### src/rtl/uart_pkg.sv
// Shared definitions for the FIFO-fed UART transmitter: FSM states, parity modes
// and the helpers that resolve the bit period and the parity bit.
package uart_pkg;

    localparam int PARITY_NONE = 0;
    localparam int PARITY_EVEN = 1;
    localparam int PARITY_ODD  = 2;

    localparam logic [15:0] MIN_DIV = 16'd2;

    typedef enum logic [2:0] {
        ST_IDLE  = 3'd0,
        ST_START = 3'd1,
        ST_DATA  = 3'd2,
        ST_PAR   = 3'd3,
        ST_STOP  = 3'd4
    } tx_state_e;

    // 0 selects the build-time divisor; 1 cannot give a mid-bit, so it is raised to 2.
    function automatic logic [15:0] clamp_div(input logic [15:0] req, input logic [15:0] dflt);
        logic [15:0] res;
        if (req == 16'd0) begin
            res = dflt;
        end else if (req == 16'd1) begin
            res = MIN_DIV;
        end else begin
            res = req;
        end
        return res;
    endfunction

    // Words are zero-extended to 9 bits; zero padding leaves the parity unchanged.
    function automatic logic parity_bit(input logic [8:0] word, input int mode);
        logic res;
        if (mode == PARITY_ODD) begin
            res = ~^word;
        end else begin
            res = ^word;
        end
        return res;
    endfunction

endpackage

### src/rtl/sync_fifo.sv
// Single-clock FIFO holding words waiting for transmission; exposes its occupancy.
module sync_fifo #(
    parameter int W     = 8,
    parameter int DEPTH = 4
) (
    input  logic                     clk,
    input  logic                     rst_n,
    input  logic                     push_i,
    input  logic                     pop_i,
    input  logic [W-1:0]             wdata_i,
    output logic [W-1:0]             rdata_o,
    output logic [$clog2(DEPTH):0]   level_o
);

    localparam int AW = $clog2(DEPTH);
    localparam int LW = AW + 1;
    localparam logic [LW-1:0] FULL = LW'(DEPTH);

    logic [W-1:0]  mem_q [DEPTH];
    logic [AW-1:0] wptr_q;
    logic [AW-1:0] rptr_q;
    logic [LW-1:0] level_q;
    logic          do_push_s;
    logic          do_pop_s;

    assign do_push_s = push_i && (level_q != FULL);
    assign do_pop_s  = pop_i && (level_q != '0);
    assign rdata_o   = mem_q[rptr_q];
    assign level_o   = level_q;

    // Storage, wrap-around pointers and occupancy count.
    always_ff @(posedge clk or negedge rst_n) begin
        if (!rst_n) begin
            for (int i = 0; i < DEPTH; i++) begin
                mem_q[i] <= '0;
            end
            wptr_q  <= '0;
            rptr_q  <= '0;
            level_q <= '0;
        end else begin
            if (do_push_s) begin
                mem_q[wptr_q] <= wdata_i;
                wptr_q        <= wptr_q + AW'(1);
            end
            if (do_pop_s) begin
                rptr_q <= rptr_q + AW'(1);
            end
            case ({do_push_s, do_pop_s})
                2'b10:   level_q <= level_q + LW'(1);
                2'b01:   level_q <= level_q - LW'(1);
                default: level_q <= level_q;
            endcase
        end
    end

endmodule

### src/rtl/uart_tx_fifo.sv
// UART transmitter fed from an internal FIFO; the bit period is sampled per frame so a
// divisor change never disturbs the frame currently on the line.
module uart_tx_fifo
    import uart_pkg::*;
#(
    parameter int CLK_HZ     = 50_000_000,
    parameter int BAUD       = 115200,
    parameter int DATA_W     = 8,
    parameter int PARITY     = 0,
    parameter int STOP_BITS  = 1,
    parameter int FIFO_DEPTH = 4
) (
    input  logic                          clk,
    input  logic                          rst_n,
    input  logic [DATA_W-1:0]             data,
    input  logic                          valid,
    output logic                          ready,
    input  logic [15:0]                   baud_div,
    output logic                          tx,
    output logic                          busy,
    output logic [$clog2(FIFO_DEPTH):0]   level,
    output logic                          frame_done
);

    localparam int LVL_W = $clog2(FIFO_DEPTH) + 1;
    localparam int IDX_W = $clog2(DATA_W + 1);
    localparam logic [15:0]      DIV       = 16'(CLK_HZ / BAUD);
    localparam logic [IDX_W-1:0] LAST_DATA = IDX_W'(DATA_W - 1);
    localparam logic [IDX_W-1:0] LAST_STOP = IDX_W'(STOP_BITS - 1);

    tx_state_e         state_q, state_d;
    logic [15:0]       timer_q, timer_d;
    logic [15:0]       per_q, per_d;
    logic [IDX_W-1:0]  idx_q, idx_d;
    logic [DATA_W-1:0] shift_q, shift_d;
    logic              par_q, par_d;
    logic              tx_q, tx_d;
    logic              busy_q;
    logic              done_q, done_d;

    logic              push_s;
    logic              pop_s;
    logic              bit_end_s;
    logic [DATA_W-1:0] fifo_rdata_s;
    logic [LVL_W-1:0]  level_s;

    assign ready      = (level_s != LVL_W'(FIFO_DEPTH));
    assign push_s     = valid && ready;
    assign bit_end_s  = (timer_q == per_q - 16'd1);
    assign tx         = tx_q;
    assign busy       = busy_q;
    assign level      = level_s;
    assign frame_done = done_q;

    sync_fifo #(
        .W     (DATA_W),
        .DEPTH (FIFO_DEPTH)
    ) u_fifo (
        .clk     (clk),
        .rst_n   (rst_n),
        .push_i  (push_s),
        .pop_i   (pop_s),
        .wdata_i (data),
        .rdata_o (fifo_rdata_s),
        .level_o (level_s)
    );

    // Frame sequencing: bit timer, shifter and next line level.
    always_comb begin
        state_d = state_q;
        timer_d = 16'd0;
        per_d   = per_q;
        idx_d   = idx_q;
        shift_d = shift_q;
        par_d   = par_q;
        tx_d    = tx_q;
        done_d  = 1'b0;
        pop_s   = 1'b0;
        if (state_q != ST_IDLE && !bit_end_s) begin
            timer_d = timer_q + 16'd1;
        end else begin
            timer_d = 16'd0;
        end
        case (state_q)
            ST_IDLE: begin
                if (level_s != '0) begin
                    pop_s = 1'b1;
                end else begin
                    tx_d = 1'b1;
                end
            end
            ST_START: begin
                if (bit_end_s) begin
                    state_d = ST_DATA;
                    tx_d    = shift_q[0];
                    idx_d   = '0;
                end else begin
                    tx_d = 1'b0;
                end
            end
            ST_DATA: begin
                if (bit_end_s && idx_q == LAST_DATA) begin
                    idx_d = '0;
                    if (PARITY != PARITY_NONE) begin
                        state_d = ST_PAR;
                        tx_d    = par_q;
                    end else begin
                        state_d = ST_STOP;
                        tx_d    = 1'b1;
                    end
                end else if (bit_end_s) begin
                    shift_d = shift_q >> 1;
                    tx_d    = shift_q[1];
                    idx_d   = idx_q + IDX_W'(1);
                end else begin
                    tx_d = tx_q;
                end
            end
            ST_PAR: begin
                if (bit_end_s) begin
                    state_d = ST_STOP;
                    tx_d    = 1'b1;
                    idx_d   = '0;
                end else begin
                    tx_d = par_q;
                end
            end
            ST_STOP: begin
                // Registered pulse: decided one cycle early so it lands on the final cycle.
                done_d = (idx_q == LAST_STOP) && (timer_q == per_q - 16'd2);
                tx_d   = 1'b1;
                if (bit_end_s && idx_q == LAST_STOP) begin
                    if (level_s != '0) begin
                        pop_s = 1'b1;
                    end else begin
                        state_d = ST_IDLE;
                    end
                end else if (bit_end_s) begin
                    idx_d = idx_q + IDX_W'(1);
                end else begin
                    idx_d = idx_q;
                end
            end
            default: begin
                state_d = ST_IDLE;
                tx_d    = 1'b1;
            end
        endcase
        if (pop_s) begin
            state_d = ST_START;
            tx_d    = 1'b0;
            timer_d = 16'd0;
            idx_d   = '0;
            shift_d = fifo_rdata_s;
            par_d   = parity_bit(9'(fifo_rdata_s), PARITY);
            per_d   = clamp_div(baud_div, DIV);
        end else begin
            per_d = per_q;
        end
    end

    // State and output registers; reset abandons any frame in flight.
    always_ff @(posedge clk or negedge rst_n) begin
        if (!rst_n) begin
            state_q <= ST_IDLE;
            timer_q <= 16'd0;
            per_q   <= MIN_DIV;
            idx_q   <= '0;
            shift_q <= '0;
            par_q   <= 1'b0;
            tx_q    <= 1'b1;
            busy_q  <= 1'b0;
            done_q  <= 1'b0;
        end else begin
            state_q <= state_d;
            timer_q <= timer_d;
            per_q   <= per_d;
            idx_q   <= idx_d;
            shift_q <= shift_d;
            par_q   <= par_d;
            tx_q    <= tx_d;
            busy_q  <= (state_d != ST_IDLE);
            done_q  <= done_d;
        end
    end

endmodule

### config.mk
export PLATFORM = sky130hd
export DESIGN_NAME = uart_tx_fifo
export DESIGN_NICKNAME = d
export VERILOG_FILES = /design/src/rtl/uart_pkg.sv /design/src/rtl/sync_fifo.sv /design/src/rtl/uart_tx_fifo.sv
export SDC_FILE = /design/constraint.sdc
export NUM_CORES = 1
export LEC_CHECK = 0
export ABC_AREA = 0
export BUFFER_PORTS_ARGS = -buffer_cell sky130_fd_sc_hd__buf_2
export CAP_MARGIN = 0
export CELL_PAD_IN_SITES_DETAIL_PLACEMENT = 1
export CELL_PAD_IN_SITES_GLOBAL_PLACEMENT = 1
export CORE_UTILIZATION = 48
export DETAILED_ROUTE_END_ITERATION = 6
export GPL_TIMING_DRIVEN = 0
export PLACE_DENSITY_LB_ADDON = 0.05
export SYNTH_ARGS = -nofsm -noshare
export SYNTH_HDL_FRONTEND = slang
export SYNTH_SLANG_ARGS = --single-unit
### constraint.sdc
create_clock -name clk -period 4.5 [get_ports clk]
set_clock_uncertainty 0.1 [all_clocks]
set_input_delay 0.225 -clock clk [delete_from_list [all_inputs] [get_ports clk]]
set_output_delay 0.225 -clock clk [all_outputs]
set_load 0.02 [all_outputs]
Word-level counts from Yosys, hierarchy flattened
Cells that the tools add are included.
{ "word_totals": {"in_bits": 27, "reg_bits": 90, "elab_cells": 108} }
{ "classes": {"eq_ne": 16, "n_lt_le_gt_ge": 3, "n_mux": 39, "n_reduce_logical": 24, "bitwise": 2, "n_addsub": 8} }
{ "op_table": {"columns": ["cell", "n"], "rows": [
  ["$mux W16", 4],
  ["$mux W8", 7],
  ["$bwmux W32", 1],
  ["$eq A16 B16 Y1", 2],
  ["$mux W4", 5],
  ["$mux W3", 6],
  ["$add A16 B1 Y16 const B", 1],
  ["$bmux W8 S2", 1],
  ["$demux W8 S2", 1],
  ["$eq A16 B1 Y1 const B", 1],
  ["$logic_not A16 Y1", 1],
  ["$sub A16 B1 Y16 const B", 1],
  ["$sub A16 B2 Y16 const B", 1],
  ["$pmux W3 S5", 1],
  ["$pmux W4 S3", 1],
  ["$mux W1", 9],
  ["$reduce_bool A3 Y1", 3],
  ["$reduce_xor A9 Y1", 1],
  ["$logic_and A1 B1 Y1", 8],
  ["$eq A3 B2 Y1 const B", 2],
  ["$ge A3 B3 Y1 const B", 2],
  ["$ne A3 B2 Y1 const B", 2],
  ["$not A2 Y3", 2],
  ["$pmux W3 S2", 1],
  ["24 further kinds", 28]
]} }

Depth between registers and ports, before layout
{ "logic_depth": {"depth_word": 8, "ltp_mapped": 18} }

By module
From an unflattened synthesis, not the netlist that was laid out.
{ "hier_totals": {"hier_cells": 483, "area_unflattened_um2": 5185.0} }
{ "modules_own_cells": {"columns": ["mod", "area_each_um2", "seq_area_each_um2", "cells_each", "instances"], "rows": [
  ["uart_tx_fifo", 3405.8, 1278.7, 370, 1],
  ["sync_fifo", 1779.2, 975.9, 113, 1]
]} }

Least setup slack after synthesis
Ideal clock, no wire load.
{ "synth_path": {"kind": "register -> register", "from": "register per_q[2]", "to": "register u_fifo.level_q[2] (netlist: u_fifo.level_o[2])", "path_slack_ns": 0.465, "period_less_slack_ns": 4.035, "t_arrival_ns": 3.855, "stages_incl_launch_ff": 19, "cell_sequence": "dfrtp_1 > inv_1 > ha_1 > clkbuf_1 > nor4b_2 > and4_1 > mux2i_1 > o21bai_1 > a2111oi_0 > o21ai_1 > inv_1 > buf_4 > buf_2 > ha_1 > inv_1 > fa_1 > xor2_1 > nor2_1 > xor2_1"} }
{ "synth_via": {"elab_chain_cells": 8, "word_cells_on_any_way": 10, "classes_between": "add/sub: 1; eq/ne: 3; mux: 3; reduce/logical: 3"} }
{ "synth_lines": {"columns": ["item", "line", "source"], "rows": [
  ["start: declaration", "uart_tx_fifo.sv:33", "logic [15:0] per_q, per_d;"],
  ["start signal: assignment", "uart_tx_fifo.sv:177", "per_q <= per_d;"],
  ["$sub A16 B1 Y16 *", "uart_tx_fifo.sv:49", "assign bit_end_s = (timer_q == per_q - 16'd1);"],
  ["$eq A16 B16 Y1 *", "uart_tx_fifo.sv:49", null],
  ["$logic_and A1 B1 Y1 *", "uart_tx_fifo.sv:132", "if (bit_end_s && idx_q == LAST_STOP) begin"],
  ["$mux W1 *", "uart_tx_fifo.sv:132", null],
  ["$pmux W1 S2 *", "uart_tx_fifo.sv:84", "case (state_q)"],
  ["$logic_and A1 B1 Y1 *", "sync_fifo.sv:27", "assign do_pop_s = pop_i && (level_q != '0);"],
  ["net u_fifo.do_pop_s", "sync_fifo.sv:24", "logic do_pop_s;"],
  ["$eq A2 B1 Y1 or $eq A2 B2 Y1 (tied branches)", "sync_fifo.sv:48", "case ({do_push_s, do_pop_s})"],
  ["$pmux W3 S2 or $reduce_bool A2 Y1 (tied branches)", null, null],
  ["end signal: assignment", "sync_fifo.sv:49", "2'b10: level_q <= level_q + LW'(1);"],
  ["end signal: assignment", "sync_fifo.sv:50", "2'b01: level_q <= level_q - LW'(1);"],
  ["end signal: assignment", "sync_fifo.sv:51", "default: level_q <= level_q;"],
  ["end: declaration", "sync_fifo.sv:22", "logic [LW-1:0] level_q;"]
]} }
Mark *: on every way through the listed nets, which the timed path passes. The rest lies on a longest branch.
A chain may end at the register's enable or synchronous reset.

Worst setup path after layout
{ "layout_path": {"from": "register per_q[0]", "to": "register u_fifo.level_q[2] (netlist: u_fifo.level_o[2])"} }
{ "layout_via": {"elab_chain_cells": 8, "word_cells_on_any_way": 10, "classes_between": "add/sub: 1; eq/ne: 3; mux: 3; reduce/logical: 3"} }
{ "layout_lines": {"columns": ["item", "line"], "rows": [
  ["$sub A16 B1 Y16 *", "uart_tx_fifo.sv:49"],
  ["$eq A16 B16 Y1 *", "uart_tx_fifo.sv:49"],
  ["$logic_and A1 B1 Y1 *", "uart_tx_fifo.sv:132"],
  ["$mux W1 *", "uart_tx_fifo.sv:132"],
  ["$pmux W1 S2 *", "uart_tx_fifo.sv:84"],
  ["$logic_and A1 B1 Y1 *", "sync_fifo.sv:27"],
  ["$eq A2 B1 Y1 or $eq A2 B2 Y1 (tied branches)", "sync_fifo.sv:48"],
  ["$pmux W3 S2 or $reduce_bool A2 Y1 (tied branches)", null]
]} }
Every way passes the cells marked *; elsewhere a longest branch is shown, timed or not.

==> results.cfg <==
[final_layout]
diodes = 0
fillers = 1182
final_util_pct = 57.3
regArea_um2 = 2250
drive_above_1_share_pct = 19.5
multi_input_area_um2 = 2790
nNetsFinal = 629
syn2layout_area_growth_pct = 14.9

[pwr]
clock_power_share_pct = 14.8
power_frac_seq_pct = 33.7
p_comb_share_pct = 51.5
switchingPower_mw = 1.81
ir_drop_v = 0.000383
power.internal_mw = 2.39
power_mw = 4.20
swShare_pct = 43.0
pwr_density_cell_nw_per_um2 = 704
leakage_nw = 2.62

[detailed_routing]
drt-initial-drc-count = 170
dr.pass1.iters = 4
vias = 4151
vias_per_cell = 5.67
drt-wirelength-per-cell_um = 18.9
wl_mm = 13.8
drc = 0
antenna_left = 0

[global_route]
grt_pass1_vias = 4452
grt_pass1_wl_mm = 23.0
grt_max_degree = 68
overflow = 0
grt_usage_pct = 26.9
antenna_found_initial = 0

[synth]
synth_edf_count = 0
ys_seq_elements = 90
yosys-top-cells-count = dfrtp_1 (88), nand2_1 (77), nor2_1 (50)
syn_area_um2 = 5190
synth_nets = 570
synthArstFlopShare_pct = 100
synth_seq_area_share_pct = 43.4
synth_top_area_share_pct = 42.4
syn_inst = 532
yosysWarnings = 0
ys.flop_type = dfrtp_1
synth_cell_types = 60
yosys.cell_count.top_type = dfrtp_1
ys_top_cells_by_area = dfrtp_1 (42%), mux2_2 (6.9%), nand2_1 (5.6%)
avgSynthCellArea_um2 = 9.76
synth_top_cell_by_area = dfrtp_1

[setup_path]
cp.required_ns = 4.71
r2r_end = u_fifo.level_o[2]
rr_startpoint = per_q[0]
crit_fanout = 19
crit_arrival_ns = 4.46
worstSetupPathType = register to register
crit_path_start_kind = register
cp-end-kind = register
rrSetupSlack_ns = 0.26
reg2reg_depth = 16

[clocking]
insertion_delay_ns = 0.39
clockBufferDepth = 2
h-tree-depth = 3
cts_buffers = 9
root_buffer = clkbuf_8
cts_tree = done
cts.sinks = 90
clk_pin_slew_worst_paths_ns = 0.10

[floorplan]
die-height_um = 106
initial_core_util_pct = 49.8
io_pins = 34
die_w_um = 106
rows = 37
fp.coreArea_um2 = 10400
dieArea_um2 = 11200

[timing]
worst_slew_pin_slew_ns = 0.808
hold_viol_final = 0
setup_slack_ns = 0.257
setup_viol = 0
max_clock_freq_mhz = 236
fin_crit_ns = 4.24
rsz0062_at_grt = false
period_share_pct = 94.3
max_slew_margin_pct = 46.2
slew_viol_final = 0

[min_path]
holdPathStages = 2
hold_path_end = u_fifo.mem_q[31]
hold_start = data[7]
min_path_type = input pin to register

[place]
place_ws_ns = -0.862
gp_congestion = 0.828
io_buffers = 33
place_hpwl_mm = 10.1

[flow_run]
drv_cap = 0

[run_status]
outcome = finished clean
## registers in the layout (all words and copies together), names as in the netlist
| name | flops |
|---|---|
| u_fifo.wptr_q | 2 |
| per_q | 16 |
| par_q | 1 |
| tx | 1 |
| state_q | 3 |
| timer_q | 16 |
| u_fifo.rptr_q | 2 |
| busy | 1 |
| u_fifo.mem_q | 32 |
| shift_q | 8 |
| idx_q | 4 |
| frame_done | 1 |
| u_fifo.level_o | 3 |
## critical path, cell delays in order (launching register included)
cell	delay (ns)
dfrtp_1	0.47
inv_1	0.11
ha_1	0.22
or4b_1	0.54
nor3_2	0.34
mux2i_1	0.23
o31ai_1	0.16
a2111oi_4	0.37
o21ai_2	0.18
inv_1	0.14
buf_6	0.24
ha_1	0.23
inv_1	0.06
fa_1	0.37
xor2_1	0.15
nor2_1	0.11
xor2_1	0.14
## through the flow
stage               TNS (ns)  area [µm²]  hold slack (ns)  cells
floorplan                  0        5190           -0.171    532
CTS                        0        5950          0.00307    732
detailed placement     -1.82        5560           0.0597    702
global placement       -1.34        5530            0.336    701
finish                     0        5960           0.0132    732
global route               0        5960           0.0131    732
## cell families (layout without fill, tap and decap cells)
kind of cell	after synthesis	in the layout	share of synthesized area, %
flops	90	90	43.4
buf+inv	44	108	3.59
xor+xnor	51	51	8.60
compound gates	73	73	8.92
simple gates	213	213	20.3
mux	50	50	12.3
fa+ha+maj	11	11	2.80
## routing by layer
layer,up-vias,GRT usage (%),part of all wire [%],routed length [µm]
met2,62,48.5,53,7310
li1,1976,-,-,-
met5,-,0,0,0
met1,2089,32.0,42,5850
met4,0,11.8,2.5,342
met3,24,3.37,2.1,295
## worst max path at each step
stage	cells past startpoint	end	start	slack (ns)
after floorplan	18	u_fifo.level_o[2]	per_q[2]	0.47
after global placement	18	u_fifo.level_o[2]	per_q[1]	-0.70
after detailed placement	18	u_fifo.level_o[2]	per_q[2]	-0.86
after CTS	16	u_fifo.level_o[2]	per_q[0]	0.14
after global routing	16	u_fifo.level_o[2]	per_q[0]	0.03
final	16	u_fifo.level_o[2]	per_q[0]	0.26
## cell usage in the layout, fill, tap and decap left out, drive strengths merged, types with 4 or more instances in the layout
| cell type | instances |
|---|---|
| dfrtp | 88 |
| nand2 | 77 |
| nor2 | 50 |
| buf | 44 |
| mux2 | 32 |
| xnor2 | 27 |
| o21ai | 25 |
| clkbuf | 25 |
| xor2 | 24 |
| inv | 23 |
| a21oi | 20 |
| nand3 | 18 |
| dlygate4sd3 | 15 |
| mux2i | 10 |
| nor3 | 10 |
| ha | 10 |
| nor4 | 10 |
| mux4 | 8 |
| a31oi | 8 |
| and3 | 6 |
| nand2b | 5 |
| nand4 | 4 |
| nor2b | 4 |
| nor3b | 4 |
## repair_timing
item                       in CTS  in global routing
buffers inserted                1                  0
hold buffers                   15                  0
setup endpoints to repair       3                  2
gates cloned                    0                  0
resized for setup               5                  3
hold endpoints to repair       40                  0
## area by class of cell
| class | instances | share of cell area (%) |
|---|---|---|
| clock buffer | 10 | 2.31 |
| inverter | 18 | 1.13 |
| clock inverter | 6 | 1.28 |
| buffer | 24 | 1.91 |
| sequential | 90 | 37.8 |
| timing repair buffer | 50 | 5.92 |
| multi-input combinational | 398 | 46.8 |
| tap | 136 | 2.85 |
## power by group through the flow
stage          Combinational, mW  Sequential [mW]  Clock [mW]
2_1_floorplan               1.62             1.35           0
3_3_place_gp                2.01             1.39           0
5_1_grt                     2.40             1.46       0.655
6_report                    2.16             1.41       0.621
4_1_cts                     2.16             1.41       0.632
3_5_place_dp                2.12             1.43           0
(Power assumes the default switching activity.)
